==> src/rtl/au_op_sequencer.sv <==
// au_op_sequencer: expands one request into the arithmetic unit's load/execute/readback
// control-byte sequence and returns the read-back accumulator with P/N/ERR status.
module au_op_sequencer #(
    parameter int MUL_TIMEOUT   = 200,
    parameter int ADDSUB_CYCLES = 17
) (
    input  logic        clk,
    input  logic        rst_n,
    input  logic        req_valid,
    output logic        req_ready,
    input  logic [1:0]  req_op,
    input  logic        req_signed,
    input  logic [15:0] req_acc,
    input  logic [7:0]  req_operand,
    output logic        resp_valid,
    input  logic        resp_ready,
    output logic [15:0] resp_result,
    output logic        resp_p,
    output logic        resp_n,
    output logic        resp_err,
    output logic [7:0]  au_data,
    output logic [7:0]  au_ctrl,
    input  logic [7:0]  au_result,
    input  logic [3:0]  au_flags
);
    localparam int CW = $clog2((MUL_TIMEOUT > ADDSUB_CYCLES ? MUL_TIMEOUT : ADDSUB_CYCLES) + 1);

    typedef enum logic [2:0] {IDLE, LDL, LDH, EXEC, DRAIN, RDL, RDH, RESP} state_t;

    state_t        state, nxt;
    logic [1:0]    rst_sync;
    logic          rst_ok;
    logic          go;
    logic [1:0]    op;
    logic          sgn;
    logic [15:0]   acc;
    logic [7:0]    opd;
    logic [CW-1:0] cnt, cnt_nxt;
    logic          accept, busy, tmo, exec_done, first;
    logic [7:0]    ctrl_nxt, data_nxt;

    // reset asserts asynchronously but releases on a clock edge
    always_ff @(posedge clk or negedge rst_n)
        if (!rst_n) rst_sync <= 2'b00;
        else        rst_sync <= {rst_sync[0], 1'b1};

    assign rst_ok     = rst_sync[1];
    assign req_ready  = state == IDLE && !go;
    assign accept     = req_ready && req_valid;
    assign resp_valid = state == RESP;
    assign busy       = state inside {LDL, LDH, EXEC, DRAIN, RDL, RDH};
    assign tmo        = cnt == CW'(MUL_TIMEOUT - 1);
    assign exec_done  = op == 2'b11 ? (au_flags[1] || tmo) : cnt == CW'(ADDSUB_CYCLES - 1);

    always_comb begin
        nxt = state;
        case (state)
            IDLE:    nxt = go ? LDL : IDLE;
            LDL:     nxt = cnt[0] ? LDH : LDL;
            LDH:     nxt = cnt[0] ? (op == 2'b00 ? DRAIN : EXEC) : LDH;
            EXEC:    nxt = exec_done ? DRAIN : EXEC;
            DRAIN:   nxt = RDL;
            RDL:     nxt = cnt[0] ? RDH : RDL;
            RDH:     nxt = cnt[0] ? RESP : RDH;
            RESP:    nxt = resp_ready ? IDLE : RESP;
            default: nxt = IDLE;
        endcase
        cnt_nxt  = nxt == state ? cnt + CW'(1) : '0;
        first    = cnt_nxt == '0;
        ctrl_nxt = 8'h00;
        data_nxt = 8'h00;
        case (nxt)
            LDL:   begin ctrl_nxt = {sgn, 2'b00, 2'b10, 1'b1, first, 1'b0}; data_nxt = acc[7:0];  end
            LDH:   begin ctrl_nxt = {sgn, 2'b00, 2'b11, 1'b1, first, 1'b0}; data_nxt = acc[15:8]; end
            EXEC:  begin ctrl_nxt = {sgn, op, 2'b11, 3'b110};               data_nxt = opd;       end
            DRAIN: ctrl_nxt = {sgn, op, 5'b00000};
            RDL:   ctrl_nxt = {sgn, 2'b00, 2'b10, 3'b000};
            RDH:   ctrl_nxt = {sgn, 2'b00, 2'b11, 3'b000};
            default: ;
        endcase
    end

    always_ff @(posedge clk or negedge rst_ok)
        if (!rst_ok) begin
            state       <= IDLE;
            cnt         <= '0;
            go          <= 1'b0;
            op          <= 2'b00;
            sgn         <= 1'b0;
            acc         <= 16'h0000;
            opd         <= 8'h00;
            au_ctrl     <= 8'h00;
            au_data     <= 8'h00;
            resp_result <= 16'h0000;
            resp_p      <= 1'b0;
            resp_n      <= 1'b0;
            resp_err    <= 1'b0;
        end else begin
            state   <= nxt;
            cnt     <= cnt_nxt;
            au_ctrl <= ctrl_nxt;
            au_data <= data_nxt;
            go      <= accept;
            if (accept) begin
                op       <= req_op;
                sgn      <= req_signed;
                acc      <= req_acc;
                opd      <= req_operand;
                resp_p   <= 1'b0;
                resp_n   <= 1'b0;
                resp_err <= 1'b0;
            end
            if (busy && au_flags[0]) resp_err <= 1'b1;
            // F arriving on the final allowed cycle still counts as completion
            if (state == EXEC && op == 2'b11 && tmo && !au_flags[1]) resp_err <= 1'b1;
            if (state == EXEC && exec_done) {resp_p, resp_n} <= au_flags[3:2];
            if (state == RDL && cnt[0]) resp_result[7:0] <= au_result;
            if (state == RDH && cnt[0]) resp_result[15:8] <= au_result;
            if (resp_valid && resp_ready) resp_err <= 1'b0;
        end
endmodule

==> config.mk <==
export PLATFORM = sky130hd
export DESIGN_NAME = au_op_sequencer
export DESIGN_NICKNAME = d
export VERILOG_FILES = /design/src/rtl/au_op_sequencer.sv
export SDC_FILE = /design/constraint.sdc
export NUM_CORES = 1
export LEC_CHECK = 0
export BUFFER_PORTS_ARGS = -buffer_cell sky130_fd_sc_hd__buf_2
export CAP_MARGIN = 20
export CORE_MARGIN = 1
export CORE_UTILIZATION = 50
export DETAILED_ROUTE_END_ITERATION = 8
export HOLD_SLACK_MARGIN = 0.1
export PLACE_DENSITY = 0.74
export SYNTH_ARGS = -nofsm -noshare
export SYNTH_HDL_FRONTEND = slang
export SYNTH_SLANG_ARGS = --single-unit
==> constraint.sdc <==
create_clock -name clk -period 5.2 [get_ports clk]
set_input_delay 0.26 -clock clk [delete_from_list [all_inputs] [get_ports clk]]
set_output_delay 0.26 -clock clk [all_outputs]
set_load 0.1 [all_outputs]
; After elaboration in Yosys (flattened, before gate mapping)
; Index checks and enable logic that the tools add are counted.
[totals]
register_bits = 76
input_bits = 43
out_inout_bits = 37
elab_cells = 71
[classes]
add_sub_neg = 1
n_eq_ne = 17
n_mux = 19
reduce_logical = 19
[op_table]
columns = op, count
row1 = $pmux 8 s6, 1
row2 = $pmux 3 s8, 1
row3 = $pmux 8 s3, 1
row4 = $eq 3x3->1 const B, 7
row5 = $eq 3x2->1 const B, 4
row6 = $mux 3, 4
row7 = $logic_and 1x1->1, 10
row8 = $mux 1, 9
row9 = $add 8x1->8 const B, 1
row10 = $eq 8x5->1 const B, 1
row11 = $eq 8x8->1 const B, 1
row12 = $logic_not 8->1, 1
row13 = $mux 8, 1
row14 = $eq 3x1->1 const B, 2
row15 = $reduce_bool 6->1, 1
row16 = $mux 2, 2
row17 = $reduce_bool 4->1, 1
row18 = $eq 3x3->1, 1
row19 = $logic_not 3->1, 1
row20 = $eq 2x2->1 const B, 1
row21 = $logic_not 1->1, 2
row22 = $logic_not 2->1, 1
row23 = $reduce_bool 2->1, 1
row24 = $logic_or 1x1->1, 1

; Longest topological paths before layout
; Gate-level depths: netlist (run 1).
[logic_depth]
word_depth = 9
depth_mapped = 11
mapped_depth_nobuf = 8

; Worst setup path after synthesis (run 1)
; OpenSTA, ideal clock, no wires.
[synth_path]
path_kind = reg2reg
startpoint = register cnt[0]
endpoint = register au_ctrl[4]
setup_time_ns = 0.130
arrival_ns = 2.035
t_required_ns = 5.070
setup_slack_ns = 3.035
stages_incl_launch_ff = 9
path_buffers = 1
period_less_slack_ns = 2.165
cell_sequence = dfrtp_1 > buf_2 > inv_1 > ha_1 > or4b_4 > o21ai_0 > o311ai_2 > a211oi_1 > a21oi_1
[synth_via]
elab_chain_cells = 7
elab_cells_between_ends = 17
classes_between = eq/ne (8) / mux (8) / reduce/logical (1)
[synth_lines]
columns = item, line_no
row1 = start: declaration, 38  ; logic [CW-1:0] cnt, cnt_nxt;
row2 = start signal: assignment, 100  ; cnt <= cnt_nxt;
row3 = $eq 8x8->1, 52  ; assign tmo = cnt == CW'(MUL_TIMEOUT - 1);
row4 = $logic_or 1x1->1, 53  ; assign exec_done = op == 2'b11 ? (au_flags[1] || tmo) : cnt == CW'(ADDSUB_CYCLES - 1);
row5 = $mux 1, 53
row6 = $mux 3, 61  ; EXEC: nxt = exec_done ? DRAIN : EXEC;
row7 = $pmux 3 s8 (*), 57  ; case (state)
row8 = $eq 3x3->1 (tied with other cells), 72  ; case (nxt)
row9 = $pmux 8 s6 (*), 72
row10 = named net ctrl_nxt[4], 40  ; logic [7:0] ctrl_nxt, data_nxt;
row11 = end signal: assignment, 101  ; au_ctrl <= ctrl_nxt;
row12 = end: declaration, 22  ; output logic [7:0] au_ctrl,
; The timed path passes the listed nets; every way through them passes the cells marked *.
; A chain may end at the register's enable or synchronous reset.

; Worst setup path in the final report (run 1)
[layout_path]
startpoint = register state[0]
endpoint = register acc[14]
[layout_via]
elab_chain_cells = 3
[layout_lines]
columns = item, line_no
row1 = start: declaration, 30  ; state_t state, nxt;
row2 = start signal: assignment, 99  ; state <= nxt;
row3 = $logic_not 3->1, 48  ; assign req_ready = state == IDLE && !go;
row4 = $logic_and 1x1->1, 48
row5 = $logic_and 1x1->1, 49  ; assign accept = req_ready && req_valid;
row6 = end signal: assignment, 107  ; acc <= req_acc;
row7 = end: declaration, 36  ; logic [15:0] acc;
; Every way passes these cells.

==> impl_results.md, run 1 <==
- Final Skew: 0.00786 ns
- CP endpoint kind: register
- WS Path Type: reg2reg
- Most common cell after layout, fill and taps aside: buf_2
- Hold depth: 3
- Post-synth ARST share: 1.00
- Postcts setup bufs: 0
- Post-route minimum period: 2.90 ns
- Antenna diode count: 0
- Area share of the largest cell type after synthesis: 0.553
- Post-Syn Area: 3390 µm²
- Final wirelength: 7050 µm
- Setup TNS: 0 ns
- Register-to-Register Path Depth: 7
- Crit Path Max Fanout: 23
- Post-route ant nets: 0
- Max clock buf depth: 2
- Worst slew pin tran: 0.838 ns
- Fmax achieved: 344 MHz
- Critical path data arrival time: 3.11 ns
- Htree depth: 3
- Die Y: 84.4 µm
- Die area: 7120 µm²
- Status: finished, violations left
- Sequential area share after synthesis: 0.553
- Worst r2r src: state[0]
- Largest net degree at the start of global routing: 69
- Core area: 6460 µm²
- DRT iter0 DRCs: 119
- HP Class: in2reg
- Commonest cells after routing, fill and taps aside: buf_2, dfrtp_1, mux2_2
- Final Max Tran Viols: 0
- Grt ovf: 0
- Relative slew margins: 0.441
- Post-Synthesis Cells: 292
- Global Route Usage Sum: 0.206
- Mapped Avg Cell Area: 11.6 µm²
- Final RePlAce weighted congestion: 0.877
- Synth warn: 0
- Final setup viols: 0
- CTS tree: built
- PortBufs: 78
- Post-synth top area cell: dfrtp_1
- Root Driver: clkbuf_8
- Die Wd: 84.4 µm
- Site row count: 29
- # fillers: 544
- Antenna violations before repair: 0
- Endpoint, Worst Hold: resp_n
- Via count: 2467
- Clock latency on the worst-skew pair: 0.35 ns
- Via density: 5.52
- DRC errors left: 7
- Cts bufs inserted: 9
- Dpl cell area: 3760 µm²
- Main synth FF type: dfrtp_1
- Final Core Density: 0.614
- Hold Path Origin: au_flags[2]
- Initial Util: 0.525
- Detailed-route wire length per cell: 15.8 µm
- Final nets: 410
- Syn Nets: 337
- Boundary Pins: 80
- Post-synth cell types: 54
- Hpwl dp: 5040 µm
- Area contributors post-synth: dfrtp_1, mux2_2, o21ai_0
- RSZ-0062 raised after global routing: no
- Startpoint Class: register
- CP required: 5.41 ns
- First-pass GRT wire length: 11200 µm
- Clock Sinks: 75
- Failing checks: DRC
- Area growth, synth to finish: 17.0%
- Clock slew at reported path FFs: 0.09 ns
- First drt pass iteration count: 7
- Post-synth EDFFs: 0
- Count of final hold-check violations: 0
- Tcrit/Tclk final: 0.558
- Number of global-route vias before repair: 2323
- Post-synthesis register bit count: 75
- Fin area: 3970 µm²
- Reg2Reg Setup Slack: 2.30 ns
- Share of layout cells above drive strength 1: 0.384
- Max-cap violation count: 0
- Reg2reg end: acc[14]
[metrics by stage]
stage	worst slack, ns	hold WS, ns	cells
floorplan	2.96	-0.0356	292
global placement	2.46	0.0457	429
detailed placement	2.30	0.0488	429
CTS	2.29	0.102	447
global route	1.96	0.118	447
finish	2.30	0.105	447
[routing by layer]
layer / up-vias / share of wire / GRT usage
li1: 1190 / - / -
met1: 1193 / 0.44 / 0.264
met2: 72 / 0.48 / 0.338
met3: 12 / 0.054 / 0.0521
met4: 0 / 0.018 / 0.0832
met5: - / 0 / 0
[sequential cells by signal, summed over array words and instances, names as in the netlist, 3 cells and up]
| signal | flops |
|---|---|
| opd | 8 |
| cnt | 8 |
| resp_result | 16 |
| state | 3 |
| acc | 16 |
| au_ctrl | 7 |
| au_data | 8 |
[worst max-delay path by stage]
stage	startpoint	end	slack [ns]	cells after the start
after floorplan	rst_sync[1]	acc[0]	2.96	0
after global placement	state[0]	op[1]	2.46	7
after CTS	state[0]	acc[14]	2.29	7
after detailed placement	state[0]	acc[14]	2.30	7
final	state[0]	acc[14]	2.30	7
after global routing	state[0]	sgn	1.96	7
[cell usage after synthesis, drive strengths merged, types with 2 or more instances]
cell	count
nand2	22
a211oi	9
inv	19
o311a	2
nor3	3
clkbuf	2
o21ai	18
a31oi	2
o211ai	2
xnor2	3
xor2	3
a21oi	13
nand3	12
and3	2
dfrtp	75
o221a	2
nor2	15
conb	2
a21o	2
mux2	32
o32ai	9
ha	2
buf	17
o22ai	2
nand4	2
[kinds of logic after synthesis]
logic type,share of synthesized area
adders and majority gates,0.00738
and+or+nand+nor,0.102
xor gates and xnor gates,0.0155
buffers and inverters,0.0575
other,0.00221
muxes,0.106
DFF,0.553
AOI/OAI and AO/OA,0.156
[worst max-delay path: stages, from the launching register on]
cell	delay, ns
dfrtp_1	0.57
nor2_1	0.23
nand2_1	0.08
or2_1	0.26
inv_2	0.25
nand2_1	0.55
inv_1	0.63
o21ai_0	0.17
[cell type report]
| cell class | count | area, µm² | area share |
|---|---|---|---|
| Clock buffer | 9 | 124 | 0.0312 |
| Clock inverter | 7 | 61.3 | 0.0154 |
| Inverter | 19 | 71.3 | 0.0180 |
| Multi-Input combinational cell | 179 | 1320 | 0.333 |
| Sequential cell | 75 | 1880 | 0.473 |
| Tap cell | 77 | 96.3 | 0.0243 |
| Timing Repair Buffer | 81 | 418 | 0.105 |
[timing repair]
| item | CTS | global route |
|---|---|---|
| gates resized for setup | 0 | 0 |
| endpoints found under the hold margin | 7 | 0 |
| hold buffers | 2 | 0 |
Power of run 1 is not shown: default switching activity piles up to over one toggle a cycle in this logic, so the estimate is an artifact.
==> run 2, diff against run 1 <==
--- a/config.mk
+++ b/config.mk
@@ -8,7 +8,7 @@
 export BUFFER_PORTS_ARGS = -buffer_cell sky130_fd_sc_hd__buf_2
 export CAP_MARGIN = 20
 export CORE_MARGIN = 1
-export CORE_UTILIZATION = 50
+export CORE_UTILIZATION = 48
 export DETAILED_ROUTE_END_ITERATION = 8
 export HOLD_SLACK_MARGIN = 0.1
 export PLACE_DENSITY = 0.74
==> constraint.sdc (replaced) <==
create_clock -name clk -period 2.5 [get_ports clk]
set_input_delay 0.125 -clock clk [delete_from_list [all_inputs] [get_ports clk]]
set_output_delay 0.125 -clock clk [all_outputs]
set_load 0.1 [all_outputs]
==> run 2 against run 1 <==
Against the previous run: the flow now finishes without violations; register-to-register slack worse by 2.2 ns; clock skew down 0.0016 ns; critical path depth down 1; global-route usage up 2.0 points; die area up 4.1%; final cell count up 13%; critical endpoint is now au_ctrl[6]; clock-buffer cell count up 2.
==> impl_results.md, run 2 (synthesized netlist as in run 1, its figures left out) <==
- Detailed-route wire length per cell: 15.8 µm (about the same)
- Largest net degree at the start of global routing: 60 (-13%)
- Die Y: 86.1 µm (+2.0%)
- Final setup viols: 0 (unchanged)
- Area growth, synth to finish: 31.9%
- Grt ovf: 0 (unchanged)
- Root Driver: clkbuf_8
- Cts bufs inserted: 9 (unchanged)
- Clock latency on the worst-skew pair: 0.35 ns (about the same)
- Inst Count DP: 452 (+5.4%)
- WS Path Type: reg2reg
- Fmax achieved: 423 MHz (+23%)
- Worst slew pin tran: 0.813 ns (-0.0248 ns)
- Via density: 5.31 (-3.8%)
- Final Max Tran Viols: 0 (unchanged)
- HP Class: reg2async
- Antenna violations before repair: 0 (unchanged)
- Worst r2r src: cnt[0]
- Final RePlAce weighted congestion: 0.914 (+4.2%)
- First-pass GRT wire length: 12600 µm (+13%)
- Count of final hold-check violations: 0 (unchanged)
- Critical path data arrival time: 2.60 ns (-0.51 ns)
- Number of global-route vias before repair: 2738 (+18%)
- Most Used Layer, Global Route: met2
- Antenna diode count: 0 (unchanged)
- Max-cap violation count: 0 (unchanged)
- Startpoint Class: register
- Final Non-Filler Cells: 507 (+13%)
- Global Route Usage Sum: 0.226 (+0.0203)
- CP required: 2.74 ns (-2.67 ns)
- Regs by FF count: acc x16, resp_result x16
- CTS tree: built
- Status: complete, no violations
- Relative slew margins: 0.458 (+0.0165)
- GRT met1 Usage: 0.270 (+0.00670)
- Tcrit/Tclk final: 0.945 (+0.387)
- Most common cell after layout, fill and taps aside: buf_2
- Core area: 6790 µm² (+5.2%)
- Max clock buf depth: 2 (unchanged)
- Commonest cells after routing, fill and taps aside: buf_2, dfrtp_1, dlygate4sd3_1
- Site row count: 30 (+3.4%)
- Final Skew: 0.00629 ns (-0.00157 ns)
- Final nets: 452 (+10%)
- Via count: 2691 (+9.1%)
- Htree depth: 3 (unchanged)
- Setup TNS: 0 ns (unchanged)
- Reg2reg end: au_ctrl[6]
- DRT iter0 DRCs: 144 (+21%)
- Clock Sinks: 75 (unchanged)
- Die Wd: 86.1 µm (+2.0%)
- Met3 usage: 0.0539 (+0.00178)
- DRC errors left: 0 (-7)
- CP endpoint kind: register
- Final wirelength: 8000 µm (+13%)
- Post-route minimum period: 2.36 ns (-0.541 ns)
- Post-route ant nets: 0 (unchanged)
- Clock slew at reported path FFs: 0.08 ns (about the same)
- Die area: 7410 µm² (+4.1%)
- RSZ-0062 raised after global routing: no
- Boundary Pins: 80 (unchanged)
- Register-to-Register Path Depth: 6 (-1)
- Initial Util: 0.499 (-0.0259)
- Hpwl dp: 5280 µm (+4.7%)
- # fillers: 521 (-4.2%)
- Grt met2 use: 0.392 (+0.0542)
- Dpl cell area: 3830 µm² (+1.8%)
- Reg2Reg Setup Slack: 0.14 ns (-2.16 ns)
- Fin area: 4480 µm² (+13%)
- PortBufs: 78 (unchanged)
- Crit Path Max Fanout: 9 (-61%)
- First drt pass iteration count: 4 (-3)
- Share of layout cells above drive strength 1: 0.353 (-0.0310)
- Postcts setup bufs: 0 (unchanged)
==> run 2: routing by layer <==
layer / vias to the layer above / part of all wire
met5: - / 0
met4: 0 / 0.022
met3: 17 / 0.049
met2: 93 / 0.51
met1: 1313 / 0.41
li1: 1268 / -
==> run 2: worst max path at each step <==
stage / start / to / slack [ns] / cells after the start
after floorplan: rst_sync[1] / acc[0] / 0.26 / 0
after global placement: cnt[0] / au_ctrl[4] / 0.22 / 7
final: cnt[0] / au_ctrl[6] / 0.14 / 6
after global routing: cnt[0] / au_ctrl[4] / 0.05 / 7
after detailed placement: cnt[0] / au_data[4] / 0.14 / 6
after CTS: cnt[0] / au_data[4] / 0.1 / 6
==> run 2: per-stage QoR <==
| step | hold WS (ns) | utilization | setup slack, ns |
|---|---|---|---|
| after floorplan | -0.171 | - | 0.257 |
| after global placement | -0.0889 | 0.564 | 0.222 |
| after detailed placement | -0.0836 | 0.564 | 0.142 |
| after CTS | 0.185 | 0.658 | 0.0993 |
| after global routing | 0.208 | 0.659 | 0.0453 |
| final | 0.173 | 0.659 | 0.137 |
==> run 2: critical path, stage by stage (launching register included) <==
cell	delay, ns
dfrtp_1	0.48
ha_1	0.29
and4b_1	0.21
and3_1	0.29
o311ai_2	0.48
nand4_1	0.22
o22ai_1	0.28
==> run 2: layout make-up <==
cell class / instances / area [µm²] / share of cell area
sequential: 75 / 1880 / 0.420
tap: 96 / 120 / 0.0268
timing repair buffer: 123 / 843 / 0.188
clock inverter: 4 / 98.8 / 0.0221
inverter: 19 / 71.3 / 0.0159
clock buffer: 11 / 141 / 0.0316
multi-input combinational: 179 / 1320 / 0.295
==> run 2: repair_timing <==
action | in CTS | in global routing
resized for setup | 0 | 2
hold buffers | 40 | 0
hold endpoints to repair | 48 | 0
setup endpoints to repair | 0 | 4
Power of run 2 is left out for the same reason.
